$ cat src/rtl/ex_mem_pipe_pkg.sv
// Shared definitions for the EX/MEM pipeline stage: exception codes,
// FSM state encoding and the branch-resolution helper.
package ex_mem_pipe_pkg;

    localparam logic [31:0] EXC_NONE      = 32'h0000_0000;
    localparam logic [31:0] EXC_OVERFLOW  = 32'h0000_0001;
    localparam logic [31:0] EXC_UNDERFLOW = 32'h0000_0002;

    typedef enum logic {
        EXMEM_RUN      = 1'b0,
        EXMEM_EXC_HOLD = 1'b1
    } exmem_state_e;

    // beq is taken on zero, bne on non-zero
    function automatic logic branch_resolve(input logic alu_zero, input logic branch_ne);
        return alu_zero ^ branch_ne;
    endfunction

endpackage

$ cat src/rtl/ex_mem_pipe_if.sv
// Execute-side and memory-side valid/ready buses of the EX/MEM stage.
// master = surrounding pipeline, slave = the EX/MEM stage itself.
interface ex_mem_pipe_if #(
    parameter int unsigned XLEN       = 32,
    parameter int unsigned REG_ADDR_W = 5
);
    logic                  ex_valid;
    logic                  ex_ready;
    logic [XLEN-1:0]       ex_alu_result;
    logic                  ex_alu_zero;
    logic [31:0]           ex_exc_code;
    logic [XLEN-1:0]       ex_pc;
    logic [REG_ADDR_W-1:0] ex_rd;
    logic                  ex_reg_write;
    logic                  ex_mem_read;
    logic                  ex_mem_write;
    logic [XLEN-1:0]       ex_store_data;
    logic                  ex_is_branch;
    logic                  ex_branch_ne;
    logic [XLEN-1:0]       ex_branch_target;

    logic                  mem_ready;
    logic                  mem_valid;
    logic [XLEN-1:0]       mem_alu_result;
    logic [XLEN-1:0]       mem_store_data;
    logic [XLEN-1:0]       mem_pc;
    logic [REG_ADDR_W-1:0] mem_rd;
    logic                  mem_reg_write;
    logic                  mem_mem_read;
    logic                  mem_mem_write;

    modport master (
        output ex_valid, ex_alu_result, ex_alu_zero, ex_exc_code, ex_pc, ex_rd,
               ex_reg_write, ex_mem_read, ex_mem_write, ex_store_data,
               ex_is_branch, ex_branch_ne, ex_branch_target, mem_ready,
        input  ex_ready, mem_valid, mem_alu_result, mem_store_data, mem_pc, mem_rd,
               mem_reg_write, mem_mem_read, mem_mem_write
    );

    modport slave (
        input  ex_valid, ex_alu_result, ex_alu_zero, ex_exc_code, ex_pc, ex_rd,
               ex_reg_write, ex_mem_read, ex_mem_write, ex_store_data,
               ex_is_branch, ex_branch_ne, ex_branch_target, mem_ready,
        output ex_ready, mem_valid, mem_alu_result, mem_store_data, mem_pc, mem_rd,
               mem_reg_write, mem_mem_read, mem_mem_write
    );

endinterface

$ cat src/rtl/ex_mem_perf.sv
// Performance counter bank for the EX/MEM stage (present only when
// EX_MEM_PERF_CNT_EN is defined); all counters wrap at 2^32.
module ex_mem_perf (
    input  logic        clk,
    input  logic        reset,
    input  logic        inc_accepted,
    input  logic        inc_stall,
    input  logic        inc_exception,
    output logic [31:0] perf_accepted,
    output logic [31:0] perf_stall_cycles,
    output logic [31:0] perf_exceptions
);

    always_ff @(posedge clk or negedge reset) begin
        if (!reset) begin
            perf_accepted     <= '0;
            perf_stall_cycles <= '0;
            perf_exceptions   <= '0;
        end else begin
            if (inc_accepted)  perf_accepted     <= perf_accepted + 32'd1;
            if (inc_stall)     perf_stall_cycles <= perf_stall_cycles + 32'd1;
            if (inc_exception) perf_exceptions   <= perf_exceptions + 32'd1;
        end
    end

endmodule

$ cat src/rtl/ex_mem_pipe.sv
// EX/MEM pipeline stage: one-entry buffer, branch resolution, sticky exception
// capture and forwarding tap. Optional counters under EX_MEM_PERF_CNT_EN.
module ex_mem_pipe
    import ex_mem_pipe_pkg::*;
#(
    parameter int unsigned XLEN       = 32,
    parameter int unsigned REG_ADDR_W = 5
) (
    input  logic                  clk,
    input  logic                  reset,
    ex_mem_pipe_if.slave          bus,
    input  logic                  flush,
    output logic                  branch_taken,
    output logic [XLEN-1:0]       branch_target,
    output logic                  exc_pending,
    output logic [31:0]           exc_code_q,
    output logic [XLEN-1:0]       exc_pc_q,
    input  logic                  exc_ack,
    output logic                  fwd_valid,
    output logic [REG_ADDR_W-1:0] fwd_rd,
    output logic [XLEN-1:0]       fwd_data
`ifdef EX_MEM_PERF_CNT_EN
    ,
    output logic [31:0]           perf_accepted,
    output logic [31:0]           perf_stall_cycles,
    output logic [31:0]           perf_exceptions
`endif
);

    exmem_state_e state, state_next;
    logic         accept;
    logic         exc_in;
    logic         take_ok;

    assign accept  = bus.ex_valid && bus.ex_ready;
    assign exc_in  = accept && (bus.ex_exc_code != EXC_NONE);
    assign take_ok = accept && (bus.ex_exc_code == EXC_NONE);

    always_ff @(posedge clk or negedge reset) begin
        if (!reset) state <= EXMEM_RUN;
        else        state <= state_next;
    end

    always_comb begin
        state_next = state;
        unique case (state)
            EXMEM_RUN:      if (exc_in)  state_next = EXMEM_EXC_HOLD;
            EXMEM_EXC_HOLD: if (exc_ack) state_next = EXMEM_RUN;
            default:        state_next = EXMEM_RUN;
        endcase
    end

    always_comb begin
        bus.ex_ready = (state == EXMEM_RUN) && !flush && (!bus.mem_valid || bus.mem_ready);
    end

    // Payload is only rewritten on accept; a drain merely clears mem_valid.
    always_ff @(posedge clk or negedge reset) begin
        if (!reset) begin
            bus.mem_valid      <= 1'b0;
            bus.mem_alu_result <= '0;
            bus.mem_store_data <= '0;
            bus.mem_pc         <= '0;
            bus.mem_rd         <= '0;
            bus.mem_reg_write  <= 1'b0;
            bus.mem_mem_read   <= 1'b0;
            bus.mem_mem_write  <= 1'b0;
            branch_taken       <= 1'b0;
            branch_target      <= '0;
        end else if (flush) begin
            bus.mem_valid <= 1'b0;
            branch_taken  <= 1'b0;
        end else if (take_ok) begin
            bus.mem_valid      <= 1'b1;
            bus.mem_alu_result <= bus.ex_alu_result;
            bus.mem_store_data <= bus.ex_store_data;
            bus.mem_pc         <= bus.ex_pc;
            bus.mem_rd         <= bus.ex_rd;
            bus.mem_reg_write  <= bus.ex_reg_write && !bus.ex_is_branch;
            bus.mem_mem_read   <= bus.ex_mem_read  && !bus.ex_is_branch;
            bus.mem_mem_write  <= bus.ex_mem_write && !bus.ex_is_branch;
            branch_taken       <= bus.ex_is_branch &&
                                  branch_resolve(bus.ex_alu_zero, bus.ex_branch_ne);
            if (bus.ex_is_branch && branch_resolve(bus.ex_alu_zero, bus.ex_branch_ne))
                branch_target <= bus.ex_branch_target;
        end else begin
            branch_taken <= 1'b0;
            if (bus.mem_ready) bus.mem_valid <= 1'b0;
        end
    end

    always_ff @(posedge clk or negedge reset) begin
        if (!reset) begin
            exc_pending <= 1'b0;
            exc_code_q  <= '0;
            exc_pc_q    <= '0;
        end else if (exc_in) begin
            exc_pending <= 1'b1;
            exc_code_q  <= bus.ex_exc_code;
            exc_pc_q    <= bus.ex_pc;
        end else if ((state == EXMEM_EXC_HOLD) && exc_ack) begin
            exc_pending <= 1'b0;
        end
    end

    assign fwd_valid = bus.mem_valid && bus.mem_reg_write && (bus.mem_rd != '0);
    assign fwd_rd    = bus.mem_rd;
    assign fwd_data  = bus.mem_alu_result;

`ifdef EX_MEM_PERF_CNT_EN
    logic stall;
    assign stall = bus.ex_valid && !bus.ex_ready;

    ex_mem_perf u_perf (
        .clk               (clk),
        .reset             (reset),
        .inc_accepted      (take_ok),
        .inc_stall         (stall),
        .inc_exception     (exc_in),
        .perf_accepted     (perf_accepted),
        .perf_stall_cycles (perf_stall_cycles),
        .perf_exceptions   (perf_exceptions)
    );
`endif

endmodule

$ cat src/flat_wrapper.sv
// flat-port wrapper written by rule: the top's interface ports become plain ports
module ex_mem_pipe_flat import ex_mem_pipe_pkg::*;
#(
    parameter int unsigned XLEN       = 32,
    parameter int unsigned REG_ADDR_W = 5
)
  (clk, reset, flush, branch_taken, branch_target, exc_pending, exc_code_q, exc_pc_q, exc_ack, fwd_valid, fwd_rd, fwd_data, bus_ex_valid, bus_ex_alu_result, bus_ex_alu_zero, bus_ex_exc_code, bus_ex_pc, bus_ex_rd, bus_ex_reg_write, bus_ex_mem_read, bus_ex_mem_write, bus_ex_store_data, bus_ex_is_branch, bus_ex_branch_ne, bus_ex_branch_target, bus_mem_ready, bus_ex_ready, bus_mem_valid, bus_mem_alu_result, bus_mem_store_data, bus_mem_pc, bus_mem_rd, bus_mem_reg_write, bus_mem_mem_read, bus_mem_mem_write);
  ex_mem_pipe_if #(.XLEN(XLEN), .REG_ADDR_W(REG_ADDR_W)) bus_i ();
  input  logic clk;
  input  logic reset;
  input  logic flush;
  output logic branch_taken;
  output logic [XLEN-1:0] branch_target;
  output logic exc_pending;
  output logic [31:0] exc_code_q;
  output logic [XLEN-1:0] exc_pc_q;
  input  logic exc_ack;
  output logic fwd_valid;
  output logic [REG_ADDR_W-1:0] fwd_rd;
  output logic [XLEN-1:0] fwd_data;
  input wire logic [$bits(bus_i.ex_valid)-1:0] bus_ex_valid;
  input wire logic [$bits(bus_i.ex_alu_result)-1:0] bus_ex_alu_result;
  input wire logic [$bits(bus_i.ex_alu_zero)-1:0] bus_ex_alu_zero;
  input wire logic [$bits(bus_i.ex_exc_code)-1:0] bus_ex_exc_code;
  input wire logic [$bits(bus_i.ex_pc)-1:0] bus_ex_pc;
  input wire logic [$bits(bus_i.ex_rd)-1:0] bus_ex_rd;
  input wire logic [$bits(bus_i.ex_reg_write)-1:0] bus_ex_reg_write;
  input wire logic [$bits(bus_i.ex_mem_read)-1:0] bus_ex_mem_read;
  input wire logic [$bits(bus_i.ex_mem_write)-1:0] bus_ex_mem_write;
  input wire logic [$bits(bus_i.ex_store_data)-1:0] bus_ex_store_data;
  input wire logic [$bits(bus_i.ex_is_branch)-1:0] bus_ex_is_branch;
  input wire logic [$bits(bus_i.ex_branch_ne)-1:0] bus_ex_branch_ne;
  input wire logic [$bits(bus_i.ex_branch_target)-1:0] bus_ex_branch_target;
  input wire logic [$bits(bus_i.mem_ready)-1:0] bus_mem_ready;
  output wire logic [$bits(bus_i.ex_ready)-1:0] bus_ex_ready;
  output wire logic [$bits(bus_i.mem_valid)-1:0] bus_mem_valid;
  output wire logic [$bits(bus_i.mem_alu_result)-1:0] bus_mem_alu_result;
  output wire logic [$bits(bus_i.mem_store_data)-1:0] bus_mem_store_data;
  output wire logic [$bits(bus_i.mem_pc)-1:0] bus_mem_pc;
  output wire logic [$bits(bus_i.mem_rd)-1:0] bus_mem_rd;
  output wire logic [$bits(bus_i.mem_reg_write)-1:0] bus_mem_reg_write;
  output wire logic [$bits(bus_i.mem_mem_read)-1:0] bus_mem_mem_read;
  output wire logic [$bits(bus_i.mem_mem_write)-1:0] bus_mem_mem_write;
  assign bus_i.ex_valid = bus_ex_valid;
  assign bus_i.ex_alu_result = bus_ex_alu_result;
  assign bus_i.ex_alu_zero = bus_ex_alu_zero;
  assign bus_i.ex_exc_code = bus_ex_exc_code;
  assign bus_i.ex_pc = bus_ex_pc;
  assign bus_i.ex_rd = bus_ex_rd;
  assign bus_i.ex_reg_write = bus_ex_reg_write;
  assign bus_i.ex_mem_read = bus_ex_mem_read;
  assign bus_i.ex_mem_write = bus_ex_mem_write;
  assign bus_i.ex_store_data = bus_ex_store_data;
  assign bus_i.ex_is_branch = bus_ex_is_branch;
  assign bus_i.ex_branch_ne = bus_ex_branch_ne;
  assign bus_i.ex_branch_target = bus_ex_branch_target;
  assign bus_i.mem_ready = bus_mem_ready;
  assign bus_ex_ready = bus_i.ex_ready;
  assign bus_mem_valid = bus_i.mem_valid;
  assign bus_mem_alu_result = bus_i.mem_alu_result;
  assign bus_mem_store_data = bus_i.mem_store_data;
  assign bus_mem_pc = bus_i.mem_pc;
  assign bus_mem_rd = bus_i.mem_rd;
  assign bus_mem_reg_write = bus_i.mem_reg_write;
  assign bus_mem_mem_read = bus_i.mem_mem_read;
  assign bus_mem_mem_write = bus_i.mem_mem_write;
  ex_mem_pipe #(.XLEN(XLEN), .REG_ADDR_W(REG_ADDR_W)) u_core (.clk(clk), .reset(reset), .bus(bus_i), .flush(flush), .branch_taken(branch_taken), .branch_target(branch_target), .exc_pending(exc_pending), .exc_code_q(exc_code_q), .exc_pc_q(exc_pc_q), .exc_ack(exc_ack), .fwd_valid(fwd_valid), .fwd_rd(fwd_rd), .fwd_data(fwd_data));
endmodule
$ cat config.mk
export PLATFORM = sky130hd
export DESIGN_NAME = ex_mem_pipe_flat
export DESIGN_NICKNAME = d
export VERILOG_FILES = /design/src/rtl/ex_mem_pipe_pkg.sv /design/src/rtl/ex_mem_pipe_if.sv /design/src/rtl/ex_mem_perf.sv /design/src/rtl/ex_mem_pipe.sv /design/src/flat_wrapper.sv
export SDC_FILE = /design/constraint.sdc
export NUM_CORES = 1
export LEC_CHECK = 0
export ABC_AREA = 1
export CORE_AREA = 2 2 165 167
export CTS_CLUSTER_DIAMETER = 60
export DETAILED_ROUTE_END_ITERATION = 10
export DIE_AREA = 0 0 167 169
export GPL_ROUTABILITY_DRIVEN = 0
export GPL_TIMING_DRIVEN = 0
export PLACE_DENSITY = 0.66
export SLEW_MARGIN = 20
export SYNTH_ARGS = -nofsm -noshare
export SYNTH_HDL_FRONTEND = slang
export SYNTH_SLANG_ARGS = --single-unit
$ cat constraint.sdc
create_clock -name clk -period 4.8 [get_ports clk]
set_input_delay 0.96 -clock clk [delete_from_list [all_inputs] [get_ports clk]]
set_output_delay 0.96 -clock clk [all_outputs]
set_load 0.01 [all_outputs]
==> results.tsv, run 1 <==
stage	metric	value	unit
power_and_ir_drop	share of power burned in registers	42.2	%
run_status	outcome	finished clean	
floorplan	top-level port count	419	
worst_setup_path	endpoint type of the worst setup path	output pin	
floorplan	die width	167	um
worst_hold_path	HP Class	input pin to asynchronous set/reset pin	
worst_setup_path	critical path class	input pin to output pin	
global_route	largest net degree at the start of global routing	96	
logic_synthesis	Seq/Total Area, Yosys	59.89	%
place	Placement Setup Slack	1487	ps
logic_synthesis	Avg Cell Area, Syn	8.814	sq um
power_and_ir_drop	logic gate share of total power	14.9	%
place	Final HPWL DP	23140	um
timing	post-route worst setup slack	1643	ps
timing	Fmax	0.3167	GHz
global_route	GRT Total Usage	21.38	%
worst_setup_path	crit path DAT	2200	ps
worst_setup_path	CP most frequent cell	clkdlybuf4s50_1	
flow_run	Max-Cap Viols	0	
cts	Clock Latency Late Sink	520	ps
logic_synthesis	ys flop type	dfrtp_1	
logic_synthesis	post-synth net total	1144	
detailed_routing	Pre-antenna DRT Iters	5	
detailed_routing	final WL	30930	um
floorplan	Core Area	0.02650	sq mm
logic_synthesis	top-count cell post-synth	nand2_1	
detailed_routing	routed len/inst	17.47	um
final_layout	final net count	1590	
power_and_ir_drop	PD cells	318.2	mW/mm^2
detailed_routing	DRC viols	0	
worst_setup_path	CP max stage delay	560	ps
floorplan	site row count	60	
timing	Final Cycle Share	65.78	%
worst_setup_path	WP data required	3840	ps
global_route	vias in the first global route	8152	
timing	Hold Fails Final Rpt	0	
logic_synthesis	post-synth top area cell	dfrtp_1	
worst_setup_path	CP max FO	3	
detailed_routing	via/cell ratio	4.689	
timing	Slew Viols, Final	0	
cts	CTS tree	yes	
timing	Slew headroom	61.32	%
logic_synthesis	Gate Count Post-Synth	967	
logic_synthesis	Distinct cells, synth	19	
final_layout	area of the multi-input gates	0.002764	sq mm
logic_synthesis	Mapped Area	0.008523	sq mm
global_route	initial antenna violation count	1	
worst_setup_path	CP Cell Sequence	clkdlybuf4s50_1, nor2_1, nor3_1, clkdlybuf4s50_1	
power_and_ir_drop	Leak	6.923	nW
cts	H-tree depth	1	
detailed_routing	Final ANT Viol Nets	0	
global_route	grt total ovfl	0	
logic_synthesis	Yosys top cell area share	59.89	%
final_layout	Layout fillers	2445	
power_and_ir_drop	Int Pwr	3.374	mW
final_layout	FF/Latch Area	0.005105	sq mm
cts	Hold-fix buffers, CTS	0	
logic_synthesis	Yosys warnings	0	
logic_synthesis	asr flop ratio synth	100.0	%
floorplan	die footprint	0.02822	sq mm
detailed_routing	Via Count	8304	
detailed_routing	1st-iter DRT viols	620	
worst_setup_path	Critical Path Start Type	input pin	
power_and_ir_drop	maximum VDD drop	0.2003	mV
power_and_ir_drop	clock power share	42.9	%
power_and_ir_drop	P_sw	1.092	mW
timing	final setup vio count	0	
cts	clock net sink count	204	
logic_synthesis	top cells by count, synth	nand2_1 (418), dfrtp_1 (204), nand3_1 (166)	
place	Port-buffer cells	418	
power_and_ir_drop	Net Sw Frac	24.45	%
cts	Post-CTS Setup Bufs	0	
global_route	first-pass GRT wire length	47590	um
timing	Clock Skew	6.242	ps
cts	Post-CTS Resized	0	
final_layout	layout cells sized above 1	9.021	%
floorplan	die height	169	um
worst_setup_path	Worst path slowest cell	clkdlybuf4s50_1	
timing	min Tclk post-route	3157	ps
cts	Worst-path clk slew	60	ps
floorplan	initial core utilization	32.16	%
timing	worst-margin pin slew	580.2	ps
power_and_ir_drop	total power	4.465	mW
cts	clock root cell	clkbuf_16	
final_layout	antenna diode count	0	
logic_synthesis	#FFs+latches synth	204	
logic_synthesis	EDFF count, synth	0	
cts	total CTS buffers	24	
final_layout	Layout area overhead	64.65	%
logic_synthesis	Synth area leaders	dfrtp_1 (60%), nand2_1 (18%), nand3_1 (9.7%), buf_4 (4.1%), nand4_1 (2.3%)	
timing	RSZ-0062 raised after global routing	no	
cts	clock tree buffer depth	3	
-- stage by stage --
stage | setup TNS (ps) | hold WS [ps] | cells | utilization, % | cell area [sq um]
after floorplan | 0 | 505.8 | 967 | - | 8523
after global placement | -1256720 | 453.6 | 1726 | 49.56 | 13130
after detailed placement | 0 | 457.2 | 1728 | 49.79 | 13190
after CTS | 0 | 247.5 | 1771 | 52.96 | 14030
after global routing | 0 | 252.2 | 1771 | 52.96 | 14030
final | 0 | 269.0 | 1771 | 52.96 | 14030
-- logic make-up (layout without fill, tap and decap cells) --
logic type,count (synthesis),after routing,synth area share [%]
compound gates,5,5,0.2936
simple gates,645,645,32.13
flops,204,204,59.89
buf+inv,113,576,7.678
-- state kept, by name, summed over array words and instances, names as in the netlist --
register,cells
u_core.branch_target,32
u_core.bus.mem_mem_read,1
u_core.bus.mem_reg_write,1
u_core.bus.mem_pc,32
u_core.bus.mem_valid,1
u_core.exc_pending,1
u_core.exc_code_q,32
u_core.state,1
u_core.bus.mem_store_data,32
u_core.bus.mem_rd,5
u_core.branch_taken,1
u_core.bus.mem_alu_result,32
u_core.bus.mem_mem_write,1
u_core.exc_pc_q,32
-- cell usage in the layout, fill, tap and decap left out, types with 3 or more instances in the layout --
cell and count:
nand2_1 418, clkdlybuf4s50_1 417, dfrtp_1 204, nand3_1 166, buf_4 46, buf_2 34
nand4_1 32, clkbuf_1 26, clkbuf_16 25, nor2_1 22, inv_1 8, clkbuf_8 8
o21ai_0 3
-- metal layers --
layer  wire length [um]  vias to the layer above  part of all wire (%)  GRT usage [%]
li1                   -                     3970                     -              -
met1              11970                     3913                    39          25.88
met2              15400                      358                    50          36.97
met3               2723                       61                   8.8          6.406
met4                821                        2                   2.7          6.184
met5                 12                        -                 0.039              0
-- power by group through the flow --
stage | Clock, mW | Sequential, mW | Combinational [mW]
2_1_floorplan | 0 | 1.96 | 0.139
3_3_place_gp | 0 | 1.91 | 0.664
3_5_place_dp | 0 | 1.91 | 0.674
4_1_cts | 1.96 | 1.88 | 0.677
5_1_grt | 2.04 | 1.90 | 0.721
6_report | 1.91 | 1.88 | 0.667
-- worst paths after layout --
kind / slack (ps) / end / depth (start not counted) / from
setup reg to reg: 2760 / u_core.branch_target[27]$_DFFE_PN0P_ / 5 / u_core.state$_DFF_PN0_
hold / removal: 270 / u_core.bus.mem_store_data[6]$_DFFE_PN0P_ / 1 / reset
setup / recovery: 1640 / bus_ex_ready / 4 / bus_mem_ready
max in group asynchronous: 3790 / u_core.bus.mem_mem_read$_DFFE_PN0P_ / 2 / reset
min in group clk: 470 / u_core.exc_code_q[10]$_DFFE_PN0P_ / 2 / u_core.exc_code_q[10]$_DFFE_PN0P_
hold reg to reg: 470 / u_core.exc_code_q[10]$_DFFE_PN0P_ / 2 / u_core.exc_code_q[10]$_DFFE_PN0P_
-- layout make-up --
cell class | instances | share of cell area [%]
sequential | 204 | 36.38
clock buffer | 37 | 5.349
buffer | 104 | 4.422
timing repair buffer | 420 | 30.24
inverter | 9 | 0.2407
multi-input combinational | 650 | 19.70
clock inverter | 6 | 0.6330
tap | 341 | 3.040
-- critical path: cells and delay by family --
kind | cells | cell delay (ps)
buf+inv | 2 | 1020
simple gates | 2 | 220
Note: power is estimated with default switching activity, not from simulation.
==> run 2: changes to the inputs <==
CORE_AREA = 2 2 161 163   (was 2 2 165 167)
DIE_AREA = 0 0 163 165   (was 0 0 167 169)
PLACE_DENSITY = 0.69   (was 0.66)
clock period = 3.05 ns   (was 4.8 ns; I/O delays follow)
==> run 2 against run 1 <==
  * Combinational power is 57% higher
  * Critical path type unchanged
  * Largest power group is now sequential cells
  * Sequential power is 57% higher
  * Utilization is 3.0 points higher
  * Total power is 55% higher
  * Clock-buffer cell count is 3 lower
  * Final cell count is 0.62% lower
  * Clock power is 53% higher
  * Die area is 4.7% lower
  * Flip-flop and latch count stayed put
  * Global-route usage is 0.64 points higher
==> results.tsv, run 2 (same netlist as run 1, synthesis figures left out) <==
stage	metric	value	unit
run_status	outcome	finished clean	
floorplan	initial core utilization	34.04	%
worst_setup_path	critical path class	input pin to output pin	
place	Placement Setup Slack	19.82	ps
cts	Post-CTS Resized	0	
detailed_routing	Final ANT Viol Nets	0	
timing	Slew headroom	54.38	%
detailed_routing	DRC viols	0	
worst_hold_path	Hold EP	u_core.exc_pc_q[12]$_DFFE_PN0P_	
final_layout	layout cells sized above 1	8.887	%
floorplan	Core Area	0.02504	sq mm
worst_setup_path	CP max stage delay	570	ps
timing	Fmax	0.4060	GHz
final_layout	final net count	1591	
final_layout	post-layout util	55.91	%
timing	final worst hold slack	467.2	ps
cts	total CTS buffers	24	
final_layout	Layout area overhead	64.23	%
place	Cells after DPL	1717	
place	Final HPWL DP	22750	um
timing	min Tclk post-route	2463	ps
worst_hold_path	hold path cells	2	
power_and_ir_drop	P_sw	1.702	mW
global_route	grt total ovfl	0	
floorplan	die width	163	um
cts	clock root cell	clkbuf_16	
global_route	first-pass GRT wire length	45900	um
worst_setup_path	Critical Path Start Type	input pin	
timing	worst-margin pin slew	684.3	ps
power_and_ir_drop	Int Pwr	5.233	mW
final_layout	Layout fillers	2272	
worst_setup_path	crit path buf inv count	2	
global_route	GRT Total Usage	22.03	%
floorplan	die footprint	0.02690	sq mm
detailed_routing	Via Count	8246	
cts	clock net sink count	204	
cts	CTS tree	yes	
final_layout	area of the multi-input gates	0.002764	sq mm
cts	Clock Latency Late Sink	510	ps
detailed_routing	via/cell ratio	4.685	
final_layout	FF/Latch Area	0.005105	sq mm
worst_setup_path	crit path DAT	1850	ps
worst_setup_path	cells on worst reg2reg path	5	
power_and_ir_drop	total power	6.935	mW
cts	Post-CTS Setup Bufs	0	
place	Port-buffer cells	418	
power_and_ir_drop	logic gate share of total power	15.2	%
power_and_ir_drop	share of power burned in registers	42.7	%
floorplan	site row count	58	
floorplan	die height	165	um
cts	Worst-path clk slew	60	ps
final_layout	Post-Layout Cell Count	1760	
worst_hold_path	HP Class	flop to flop	
global_route	initial antenna violation count	0	
power_and_ir_drop	Net Sw Frac	24.55	%
floorplan	top-level port count	419	
worst_setup_path	CP Cell Sequence	clkdlybuf4s50_1, nor2_1, nor3_1, clkdlybuf4s50_1	
worst_setup_path	CP max FO	3	
power_and_ir_drop	PD cells	495.5	mW/mm^2
worst_setup_path	endpoint type of the worst setup path	output pin	
cts	H-tree depth	1	
worst_setup_path	RR Endpoint	u_core.branch_target[26]$_DFFE_PN0P_	
timing	final setup vio count	0	
worst_setup_path	WP data required	2440	ps
timing	post-route worst setup slack	587.2	ps
worst_setup_path	CP most frequent cell	clkdlybuf4s50_1	
detailed_routing	routed len/inst	17.28	um
worst_setup_path	worst r2r src	u_core.state$_DFF_PN0_	
flow_run	Max-Cap Viols	0	
power_and_ir_drop	Leak	6.913	nW
worst_setup_path	cell family with most CP delay	buffers and inverters	
cts	Hold-fix buffers, CTS	1	
timing	Slew Viols, Final	0	
detailed_routing	1st-iter DRT viols	516	
global_route	vias in the first global route	8263	
final_layout	commonest non-fill, non-tap cell in the layout	nand2_1	
global_route	largest net degree at the start of global routing	95	
power_and_ir_drop	maximum VDD drop	0.4004	mV
detailed_routing	Pre-antenna DRT Iters	4	
worst_setup_path	Worst path slowest cell	clkdlybuf4s50_1	
timing	Hold Fails Final Rpt	0	
timing	Clock Skew	12.22	ps
cts	clock tree buffer depth	3	
timing	Final Cycle Share	80.75	%
final_layout	most frequent cells in the layout	nand2_1 (418), clkdlybuf4s50_1 (417), dfrtp_1 (204)	
power_and_ir_drop	clock power share	42.1	%
worst_setup_path	R2R setup slack	930	ps
timing	RSZ-0062 raised after global routing	no	
worst_hold_path	Hold Crit Start	u_core.exc_pc_q[12]$_DFFE_PN0P_	
detailed_routing	final WL	30420	um
run 2: cell types whose count changed in the layout (fill, tap and decap cells not counted):
cell and change:
dlygate4sd3_1 +1, diode_2 +1, clkinv_4 +1, clkinvlp_4 -1, clkbuf_8 -3, clkinv_2 +1
run 2: per-stage QoR:
step                area, sq um  setup TNS [ps]
global placement          13120        -1547240
floorplan                  8523               0
global route              13990               0
finish                    14000               0
detailed placement        13180               0
CTS                       13990               0
run 2: cell type report:
| class | instances | share of cell area (%) |
|---|---|---|
| clock inverters | 7 | 0.6794 |
| multi-input cells | 650 | 19.75 |
| repair buffers | 421 | 30.39 |
| plain buffers | 104 | 4.434 |
| diodes | 1 | 0.01788 |
| well taps | 330 | 2.950 |
| inverters | 9 | 0.2414 |
| flip-flops and latches | 204 | 36.47 |
| clock buffers | 34 | 5.068 |
run 2: worst reg2reg max path, stage by stage, from the launching register on:
cell,delay [ps]
dfrtp_1,430
nor4_2,430
buf_4,280
clkbuf_1,550
nand4_1,240
nand2_1,120
run 2: how the worst max path moves through the flow:
stage	to	startpoint	depth (start not counted)
finish	bus_ex_ready	bus_mem_ready	4
global route	u_core.bus.mem_pc[17]$_DFFE_PN0P_	bus_ex_exc_code[17]	11
CTS	u_core.bus.mem_pc[14]$_DFFE_PN0P_	bus_ex_exc_code[18]	11
detailed placement	u_core.bus.mem_pc[14]$_DFFE_PN0P_	bus_ex_exc_code[18]	11
global placement	u_core.bus.mem_alu_result[13]$_DFFE_PN0P_	reset	1
floorplan	u_core.bus.mem_pc[10]$_DFFE_PN0P_	bus_ex_exc_code[31]	10
run 2: metal layers:
layer	GRT usage (%)	up-vias	routed length [um]
met5	0	-	0
met4	7.401	0	968
met3	6.529	60	2643
met2	39.25	328	15250
met1	25.29	3886	11560
li1	-	3972	-
run 2: power by group through the flow:
stage               Combinational [mW]  Clock (mW)  Sequential [mW]
global route                      1.14        3.10             2.98
finish                            1.05        2.92             2.96
floorplan                        0.219           0             3.09
global placement                  1.04           0             3.01
detailed placement                1.06           0             3.01
CTS                               1.07        2.99             2.96
